File: src/rtl/parking_pkg.sv
// rtl/parking_pkg.sv - state and lane encodings shared by the gate scheduler
package parking_pkg;

    localparam logic [2:0] ST_IDLE    = 3'd0;
    localparam logic [2:0] ST_WAIT_PW = 3'd1;
    localparam logic [2:0] ST_DENY    = 3'd2;
    localparam logic [2:0] ST_ENTER   = 3'd3;
    localparam logic [2:0] ST_EXIT    = 3'd4;
    localparam logic [2:0] ST_ALARM   = 3'd5;

    localparam logic LANE_ENTRY = 1'b0;
    localparam logic LANE_EXIT  = 1'b1;

    localparam int TMR_W = 8;

endpackage

File: src/rtl/parking_gate_timer.sv
// rtl/parking_gate_timer.sv - loadable down-counter; done while the count sits at zero
module parking_gate_timer #(
    parameter int W = 8
) (
    input  logic         clk_i,
    input  logic         rst_ni,
    input  logic         load_i,
    input  logic [W-1:0] load_val_i,
    output logic         done_o
);

    logic [W-1:0] count_q;

    always_ff @(posedge clk_i or negedge rst_ni) begin
        if (!rst_ni) begin
            count_q <= '0;
        end else if (load_i) begin
            count_q <= load_val_i;
        end else if (count_q != '0) begin
            count_q <= count_q - W'(1);
        end
    end

    assign done_o = (count_q == '0);

endmodule

File: src/rtl/parking_gate_scheduler.sv
// rtl/parking_gate_scheduler.sv - shared barrier sequencing, password check and occupancy
module parking_gate_scheduler
    import parking_pkg::*;
#(
    parameter int         CAPACITY   = 8,
    parameter int         CNT_W      = 4,
    parameter logic [1:0] PASS_1     = 2'b01,
    parameter logic [1:0] PASS_2     = 2'b10,
    parameter int         GATE_CYC   = 4,
    parameter int         PW_TIMEOUT = 8,
    parameter int         MAX_TRIES  = 3
) (
    input  logic             clk_i,
    input  logic             rst_ni,
    input  logic             entry_sensor_i,
    input  logic             exit_sensor_i,
    input  logic             pw_valid_i,
    input  logic [1:0]       password_1_i,
    input  logic [1:0]       password_2_i,
    input  logic             alarm_clr_i,
    output logic             gate_open_o,
    output logic             gate_lane_o,
    output logic             green_led_o,
    output logic             red_led_o,
    output logic [CNT_W-1:0] parked_spaces_o,
    output logic [CNT_W-1:0] available_spaces_o,
    output logic             full_o,
    output logic             busy_o,
    output logic             alarm_o
);

    localparam int TRY_W = $clog2(MAX_TRIES + 1);

    logic [2:0]       state_q, state_d;
    logic             lane_q, lane_d;
    logic [TRY_W-1:0] tries_q, tries_d;
    logic [CNT_W-1:0] parked_q, parked_d;
    logic             pulse_q, pulse_d;
    logic             tmr_load, tmr_done;
    logic [TMR_W-1:0] tmr_val;
    logic             entry_ok, exit_ok, full;

    assign full     = (parked_q == CNT_W'(CAPACITY));
    assign entry_ok = entry_sensor_i && !full;
    assign exit_ok  = exit_sensor_i && (parked_q != '0);

    parking_gate_timer #(.W(TMR_W)) u_timer (
        .clk_i      (clk_i),
        .rst_ni     (rst_ni),
        .load_i     (tmr_load),
        .load_val_i (tmr_val),
        .done_o     (tmr_done)
    );

    always_comb begin
        state_d  = state_q;
        lane_d   = lane_q;
        tries_d  = tries_q;
        parked_d = parked_q;
        pulse_d  = 1'b0;
        tmr_load = 1'b0;
        tmr_val  = '0;
        case (state_q)
            ST_IDLE: begin
                // With both lanes eligible, the lane not served last time wins.
                if (entry_ok && (!exit_ok || lane_q == LANE_EXIT)) begin
                    state_d  = ST_WAIT_PW;
                    lane_d   = LANE_ENTRY;
                    tries_d  = '0;
                    tmr_load = 1'b1;
                    tmr_val  = TMR_W'(PW_TIMEOUT - 1);
                end else if (exit_ok) begin
                    state_d  = ST_EXIT;
                    lane_d   = LANE_EXIT;
                    tmr_load = 1'b1;
                    tmr_val  = TMR_W'(GATE_CYC - 1);
                end
            end
            ST_WAIT_PW: begin
                if (pw_valid_i) begin
                    tmr_load = 1'b1;
                    tmr_val  = TMR_W'(GATE_CYC - 1);
                    if (password_1_i == PASS_1 && password_2_i == PASS_2) begin
                        state_d = ST_ENTER;
                    end else begin
                        tries_d = tries_q + TRY_W'(1);
                        state_d = (tries_d == TRY_W'(MAX_TRIES)) ? ST_ALARM : ST_DENY;
                    end
                end else if (tmr_done) begin
                    state_d = ST_IDLE;
                    pulse_d = 1'b1;
                end
            end
            ST_DENY: begin
                if (tmr_done) begin
                    state_d  = ST_WAIT_PW;
                    tmr_load = 1'b1;
                    tmr_val  = TMR_W'(PW_TIMEOUT - 1);
                end
            end
            ST_ENTER: begin
                if (tmr_done) begin
                    state_d = ST_IDLE;
                    if (!full) parked_d = parked_q + CNT_W'(1);
                end
            end
            ST_EXIT: begin
                if (tmr_done) begin
                    state_d = ST_IDLE;
                    if (parked_q != '0) parked_d = parked_q - CNT_W'(1);
                end
            end
            ST_ALARM: begin
                if (alarm_clr_i) state_d = ST_IDLE;
            end
            default: state_d = ST_IDLE;
        endcase
    end

    always_ff @(posedge clk_i or negedge rst_ni) begin
        if (!rst_ni) begin
            state_q  <= ST_IDLE;
            lane_q   <= LANE_ENTRY;
            tries_q  <= '0;
            parked_q <= '0;
            pulse_q  <= 1'b0;
        end else begin
            state_q  <= state_d;
            lane_q   <= lane_d;
            tries_q  <= tries_d;
            parked_q <= parked_d;
            pulse_q  <= pulse_d;
        end
    end

    assign gate_open_o        = (state_q == ST_ENTER) || (state_q == ST_EXIT);
    assign green_led_o        = gate_open_o;
    assign red_led_o          = (state_q == ST_DENY) || (state_q == ST_ALARM) || pulse_q;
    assign gate_lane_o        = lane_q;
    assign parked_spaces_o    = parked_q;
    assign available_spaces_o = CNT_W'(CAPACITY) - parked_q;
    assign full_o             = full;
    assign busy_o             = (state_q != ST_IDLE);
    assign alarm_o            = (state_q == ST_ALARM);

endmodule

File: config.mk
export PLATFORM = sky130hd
export DESIGN_NAME = parking_gate_scheduler
export DESIGN_NICKNAME = d
export VERILOG_FILES = /design/src/rtl/parking_pkg.sv /design/src/rtl/parking_gate_timer.sv /design/src/rtl/parking_gate_scheduler.sv
export SDC_FILE = /design/constraint.sdc
export NUM_CORES = 1
export LEC_CHECK = 0
export ABC_AREA = 1
export CORE_MARGIN = 8
export CORE_UTILIZATION = 55
export DETAILED_ROUTE_END_ITERATION = 6
export PLACE_DENSITY = 0.84
export SLEW_MARGIN = 20
export SYNTH_ARGS = -nofsm -noshare
export SYNTH_HDL_FRONTEND = slang
export SYNTH_SLANG_ARGS = --single-unit
File: constraint.sdc
create_clock -name clk_i -period 4.9 [get_ports clk_i]
set_input_delay 0.98 -clock clk_i [delete_from_list [all_inputs] [get_ports clk_i]]
set_output_delay 0.98 -clock clk_i [all_outputs]
set_load 0.005 [all_outputs]
# == Word-level counts from Yosys, hierarchy flattened ==
# Cells that the tools add are included.
# op_classes
n_mux,34
n_reduce_logical,24
add_sub_neg,5
eq_ne,19
# ops
cell,n
$mux 3,10
$ne 2x2->1 const B,9
$mux 4,4
$mux 8,2
$pmux 3 s5,1
$mux 2,5
$pmux 3 s3,1
$logic_not 8->1,1
$mux 1,8
$pmux 4 s2,1
$reduce_bool 2->1,4
$reduce_bool 8->1,1
$sub 8x1->8 const B,1
$eq 3x2->1 const B,2
$eq 3x3->1 const B,2
$reduce_and 5->1,1
$add 4x1->4 const B,1
$eq 2x2->1 const B,2
$eq 4x4->1 const B,1
$logic_and 1x1->1,4
$logic_or 1x1->1,4
$pmux 2 s2,1
$reduce_and 4->1,1
$reduce_bool 4->1,1
13 further kinds,14
# word_totals
elab_cells,88
output_inout_bits,15
regBits,19
in_bits,10

# == Longest topological paths before layout ==
# Gate-level depths: netlist of the first run.
# depth
ltp_word,8
ltp_mapped,10
mapped_depth_nobuf,10

# == Hierarchy ==
# Synthesis of the first run repeated with hierarchy kept, for this count alone.
# unflattened
hier_cells,202
hier_area_um2,1403.8
# by_module_without_submodules
module,n_inst,area_per_inst_um2,seq_area_each_um2,cells_per_inst
parking_gate_scheduler,1,890.9,275.3,131
parking_gate_timer,1,513.0,200.2,71

# == Worst setup path before layout of the first run ==
# OpenSTA, ideal clock, no wires.
# synth_timing
path_kind,register -> output
from,register state_q[0]
to,output red_led_o
arrival_ps,964
path_slack_ps,2956
path_buffers,0
stages_incl_launch_ff,4
t_required_ps,3920
path_cell_list,dfrtp_1 nand2_1 nor2_1 or3_1
# synth_via
elab_chain_cells,3
elab_cells_between_ends,4
cone_classes,2 x eq/ne; 2 x reduce/logical
# synth_lines
item,line_no,rtl
"start, declared",parking_gate_scheduler.sv:34,"logic [2:0] state_q, state_d;"
"start signal, assigned",parking_gate_scheduler.sv:128,state_q <= state_d;
$eq 3x3->1,n/a,
named net alarm_o,parking_gate_scheduler.sv:29,output logic alarm_o
$logic_or 1x1->1 (2 in a row),parking_gate_scheduler.sv:138,assign red_led_o = (state_q == ST_DENY) || (state_q == ST_ALARM) || pulse_q;
"end, declared",parking_gate_scheduler.sv:24,"output logic red_led_o,"
# The timed path passes the listed nets, and every way through them passes these cells.

# == Worst setup path after layout of the first run ==
# layout_timing
from,register parked_q[0] (netlist: parked_spaces_o[0])
to,output full_o
# layout_via
elab_chain_cells,1
# layout_lines
item,line_no,rtl
"start, declared",parking_gate_scheduler.sv:37,"logic [CNT_W-1:0] parked_q, parked_d;"
"start signal, assigned",parking_gate_scheduler.sv:131,parked_q <= parked_d;
$eq 4x4->1,parking_gate_scheduler.sv:43,assign full = (parked_q == CNT_W'(CAPACITY));
"end, declared",parking_gate_scheduler.sv:27,"output logic full_o,"
# No other way between the ends.

==> reports/qor.txt, run 1 <==
Post-DP HPWL: 2570 um
Sw Pwr: 0.452 mW
slowest cell delay on critical path: 530 ps
Final Hold Vio Count: 0
Leak Pwr: 0.822 nW
setup bufs post-CTS: 0
ANT cells: 0
cells after synthesis: 188
Yosys cell types: 23
largest family of logic cells by synthesized area: simple AND/OR/NAND/NOR gates
min cycle time layout: 2880 ps
RSZ-0062 raised after global routing: no
clk sinks: 19
Setup CP Type: reg2out
layout cells sized above 1: 7.48%
Setup Skew: 3.06 ps
post-synth top area share: 36.1%
CTS tree: built
Synth Flop Type: dfrtp_1
simple-gate share of the synthesized area: 37.9%
vias per inst: 5.21
mux cell area share after synthesis: 0%
status: complete, no violations
DR iter-0 viols: 46
VDD IR max: 0.432 mV
Area contributors post-synth: dfrtp_1 36%, nand2_1 15%, nand3_1 7.6%
initial antenna violation count: 0
EDFF count, synth: 0
Int Power: 0.528 mW
CP arrival: 1900 ps
DR WL/cell: 13.0 um
Synth area leader: dfrtp_1
Crit Path Max Fanout: 4
Clock Latency Late Sink: 300 ps
CTS root buf: clkbuf_4
DRT Pass-1 Iters: 4
register share of total power: 28.3%
Least-Margin Pin Slew: 853 ps
# IOs: 25
synth warn: 0
largest net degree at the start of global routing: 20
post-synthesis cell area: 1320 um^2
post-cts sizing count: 0
area share of fa/ha/maj cells after synthesis: 7.21%
sum of negative setup slack: 0 ps
DR vias: 1261
fin crit share: 58.8%
starting density of the core: 59.0%
Slew headroom: 43.0%
maxcap violations: 0
Compound-Gate Fraction of Synth Area: 5.12%
Worst EP required: 3920 ps
highest clock rate: 347 MHz
Area Growth Syn to Fin: 21.7%
CTS Hold Bufs: 0
Finish-stage setup viols: 0
Seq/Total Area, Yosys: 36.1%
Hold/Removal Path Class: reg2reg
top cells by instance count after synthesis: 51 x nand2_1, 24 x inv_1, 24 x nor2_1, 20 x nand3_1, 19 x dfrtp_1
FP Rows: 17
first-pass GRT wire length: 5080 um
top-count cell post-synth: nand2_1
P per Cell Area: 611 nW/um^2
gr usage total: 14.7%
vias in the first global route: 1204
critical path's slowest cell: clkdlybuf4s50_1
die width: 65.0 um
ys async rst share: 100%
Worst-path clk slew: 120 ps
fin nets: 232
combinational share of power: 63.2%
XOR/XNOR Fraction of Synth Area: 4.65%
post-synthesis area per instance: 7.01 um^2
crit-path cells: inv_1, ha_1, nand3_1, inv_1, clkdlybuf4s50_1
Slew Viols, Final: 0
Port-buffer cells: 24
synthesized net count: 205
clock share of power: 8.4%
CP top delay family: buffers and inverters
DIE HEIGHT: 65.0 um
Critical Path Start Type: register
GRT overflow: 0
fin util: 71.9%
deepest clock path buffer count: 2
switch share: 46.1%
die area: 4220 um^2
most frequent cell on the critical path: inv_1
routed wire length: 3150 um
TritonCTS buffer count: 3
post-route ant nets: 0
H-tree depth: 1
number of synthesized register bits: 19
WP buf/inv: 3
GPL Wtd Cong: 0.887
CP Capture Type: primary output
Core Region: 2230 um^2
DRC: 0
cell families after synthesis:
group | Yosys count
DFF | 19
adders and majority gates | 7
AOI/OAI and AO/OA | 13
xor gates and xnor gates | 7
buffers and inverters | 30
and+or+nand+nor | 112
layout make-up:
class,instances,area (um^2)
fill,175,628
inverter,28,105
clock buffer,4,26.3
sequential,19,475
timing repair buffer,24,240
multi-input combinational,139,723
tap,28,35.0
metrics by stage:
step | total power [mW] | hold WS, ps | setup WS (ps) | instance area [um^2] | instances
floorplan | 0.669 | 479 | 2960 | 1320 | 188
CTS | 0.984 | 531 | 2020 | 1610 | 242
detailed placement | 0.901 | 502 | 2360 | 1580 | 238
global placement | 0.881 | 503 | 2430 | 1580 | 238
global route | 1.06 | 568 | 1940 | 1610 | 242
finish | 0.980 | 538 | 2020 | 1610 | 242
flip-flops by register name (all words and copies together) (netlist names):
| signal | cells |
|---|---|
| u_timer.count_q | 8 |
| parked_spaces_o | 4 |
| state_q | 3 |
| tries_q | 2 |
| gate_lane_o | 1 |
| pulse_q | 1 |
power groups by stage:
stage	clock network [mW]	logic [mW]	registers (mW)
4_1_cts	0.0824	0.625	0.277
2_1_floorplan	0	0.399	0.270
5_1_grt	0.0883	0.689	0.286
3_5_place_dp	0	0.621	0.280
3_3_place_gp	0	0.603	0.277
6_report	0.0826	0.620	0.278
cell usage in the layout (no fill, tap or decap), types with 2 or more instances in the layout:
cell type	count
a21oi_1	4
clkbuf_4	3
clkdlybuf4s50_1	24
dfrtp_1	19
ha_1	6
inv_1	24
inv_2	3
nand2_1	51
nand2_2	2
nand3_1	20
nand3_2	3
nor2_1	24
nor2_2	3
nor3_1	5
o21ai_0	8
xor2_1	6
routing by layer:
| metal | vias to the layer above | global-route usage (%) | wire, um |
|---|---|---|---|
| met5 | - | 0 | 0 |
| met4 | 0 | 5.45 | 50 |
| met3 | 6 | 2.75 | 82 |
| met2 | 20 | 27.8 | 1650 |
| met1 | 594 | 15.7 | 1370 |
| li1 | 641 | - | - |
tightest hold or removal path, delay by kind of cell, from the launching register on:
family,cells,cell delay (ps)
AND/OR/NAND/NOR,2,140
flip-flops,1,380
final timing paths:
path	to	depth (start not counted)	startpoint	slack, ps
min	tries_q[1]$_DFFE_PN0P_	2	tries_q[1]$_DFFE_PN0P_	540
min in group asynchronous	parked_spaces_o[2]$_DFFE_PN0P_	1	rst_ni	1160
max	full_o	5	parked_spaces_o[0]$_DFFE_PN0P_	2020
min reg2reg	tries_q[1]$_DFFE_PN0P_	2	tries_q[1]$_DFFE_PN0P_	540
max reg2reg	parked_spaces_o[3]$_DFFE_PN0P_	9	state_q[0]$_DFFE_PN0P_	3060
max in group asynchronous	u_timer.count_q[7]$_DFFE_PN0P_	1	rst_ni	3220
(Power assumes the default switching activity.)
==> run 2, diff against run 1 <==
- CORE_UTILIZATION: 55 -> 46
- PLACE_DENSITY: 0.84 -> 0.75
- clock period: 4.9 -> 2.5 ns (I/O delays scaled with it)
==> run 2 against run 1 <==
Against the previous run:
- clock power grew 99%
- worst hold slack worse by 29 ps
- power increased by 95%
- register-to-register slack got worse by 2400 ps
- sequential cell count stayed put
- count of clock-buffer cells in the layout down 1
- highest routed layer unchanged
==> reports/qor.txt, run 2 (same netlist as run 1, synthesis figures left out) <==
Clock Latency Late Sink: 300 ps (about the same)
TritonCTS buffer count: 3 (unchanged)
fin nets: 233 (+0.43%)
Worst EP required: 2000 ps (-1920 ps)
CP arrival: 1840 ps (-60 ps)
CTS Hold Bufs: 0 (unchanged)
combinational share of power: 62.8% (-0.4 points)
Sw Pwr: 0.879 mW (+94%)
Finish-stage setup viols: 0 (unchanged)
worst r2r src: state_q[0]$_DFFE_PN0P_
Least-Margin Pin Slew: 338 ps (-514 ps)
vias in the first global route: 1219 (+1.2%)
switch share: 46.0% (-0.13 points)
GPL Wtd Cong: 0.875 (-1.3%)
Reg with most FFs: u_timer.count_q
CTS tree: built
DR WL/cell: 12.4 um (-4.9%)
critical path's slowest cell: clkdlybuf4s50_1
Port-buffer cells: 24 (unchanged)
max FFs per register: 8 (unchanged)
die area: 4840 um^2 (+15%)
Setup CP Type: reg2out
routed wire length: 3040 um (-3.3%)
deepest clock path buffer count: 2 (unchanged)
critical path startpoint: parked_spaces_o[0]$_DFFE_PN0P_
CP top delay family: buffers and inverters
largest net degree at the start of global routing: 20 (unchanged)
crit-path cells: inv_1, ha_1, nand3_1, inv_1, clkdlybuf4s50_1
most frequent cell on the critical path: inv_1
initial antenna violation count: 0 (unchanged)
most frequent cells in the layout: 51 x nand2_1, 24 x nor2_1, 24 x inv_1, 24 x clkdlybuf4s50_1, 20 x nand3_1
highest clock rate: 427 MHz
clk sinks: 19 (unchanged)
die width: 69.5 um (+7.0%)
Crit Path Max Fanout: 4 (unchanged)
r2r setup slk: 630 ps (-2430 ps)
Final Hold Vio Count: 0 (unchanged)
Setup Skew: 2.53 ps (-0.529 ps)
DRT Pass-1 Iters: 4 (unchanged)
CTS root buf: clkbuf_4
Leak Pwr: 0.832 nW (+1.2%)
VDD IR max: 0.755 mV (+75%)
gr usage total: 13.1% (-1.7 points)
CP Capture Type: primary output
RSZ-0062 raised after global routing: no
sum of negative setup slack: 0 ps (unchanged)
clock share of power: 8.6% (+0.2 points)
maxcap violations: 0 (unchanged)
register area: 475 um^2 (unchanged)
DR vias: 1245 (-1.3%)
fin crit share: 93.8%
DR iter-0 viols: 58 (+26%)
capturing point of the worst reg2reg path: parked_spaces_o[3]$_DFFE_PN0P_
footprint of the multi-input gates: 728 um^2 (+0.69%)
most common cell after layout, fill and taps aside: nand2_1
layout cells sized above 1: 8.84% (+1.4 points)
Critical Path Start Type: register
Hold/Removal Path Class: in2async
GRT overflow: 0 (unchanged)
Int Power: 1.03 mW (+95%)
vias per inst: 5.06 (-2.9%)
status: complete, no violations
WP buf/inv: 3 (unchanged)
H-tree depth: 1 (unchanged)
first-pass GRT wire length: 5330 um (+5.0%)
fillers: 249 (+42%)
P per Cell Area: 1180 nW/um^2 (+93%)
post-route ant nets: 0 (unchanged)
ANT cells: 0 (unchanged)
DIE HEIGHT: 69.5 um (+7.0%)
slowest cell delay on critical path: 500 ps (-30 ps)
register share of total power: 28.6% (+0.3 points)
min cycle time layout: 2340 ps
FP Rows: 19 (+2)
DRC: 0 (unchanged)
# IOs: 25 (unchanged)
Core Region: 2730 um^2 (+22%)
Reg2Reg Depth: 9 (unchanged)
Slew headroom: 77.3% (+34 points)
Worst-path clk slew: 120 ps (about the same)
fin util: 59.4% (-13 points)
starting density of the core: 48.2% (-11 points)
Slew Viols, Final: 0 (unchanged)
Post-DP HPWL: 2460 um (-4.2%)
setup bufs post-CTS: 0 (unchanged)
Area Growth Syn to Fin: 23.1%
## run 2: power by group through the flow
stage	registers, mW	clock network [mW]	logic, mW
3_5_place_dp	0.551	0	1.20
5_1_grt	0.567	0.187	1.36
2_1_floorplan	0.529	0	0.781
4_1_cts	0.544	0.172	1.21
6_report	0.546	0.164	1.20
3_3_place_gp	0.541	0	1.17
## run 2: routing by layer
layer / GRT usage (%) / share of wire (%) / wire length (um)
met1: 14.5 / 44 / 1330
met2: 21.9 / 48 / 1450
met3: 3.58 / 6.5 / 197
met4: 7.06 / 2.2 / 68
met5: 0 / 0 / 0
## run 2: area by class of cell
cell class,instances,area share [%]
Timing Repair Buffer,25,15.3
Inverter,28,6.48
Sequential cell,19,29.3
Tap cell,31,2.39
Clock inverter,1,0.308
Multi-Input combinational cell,139,44.9
Clock buffer,3,1.39
## run 2: worst max path at each step
| stage | end | slack [ps] | depth (start not counted) |
|---|---|---|---|
| floorplan | parked_spaces_o[3]$_DFFE_PN0P_ | 910 | 9 |
| global placement | red_led_o | 470 | 3 |
| detailed placement | red_led_o | 470 | 3 |
| CTS | red_led_o | 90 | 3 |
| global route | green_led_o | 80 | 6 |
| finish | full_o | 160 | 5 |
## run 2: per-stage QoR
step                      std cells  setup slack (ps)  hold WS [ps]  cell area, um^2  power, mW
after floorplan                 188               914           204             1320       1.31
after global placement          242               466           500             1590       1.71
after detailed placement        242               466           528             1590       1.75
after CTS                       246              86.8           511             1620       1.93
after global routing            246              82.6           528             1620       2.12
final                           246               156           509             1620       1.91
## run 2: repair_timing
action                     4_1_cts  5_1_grt
hold endpoints to repair         0        0
gates resized for setup          0        1
setup endpoints to repair        0        1
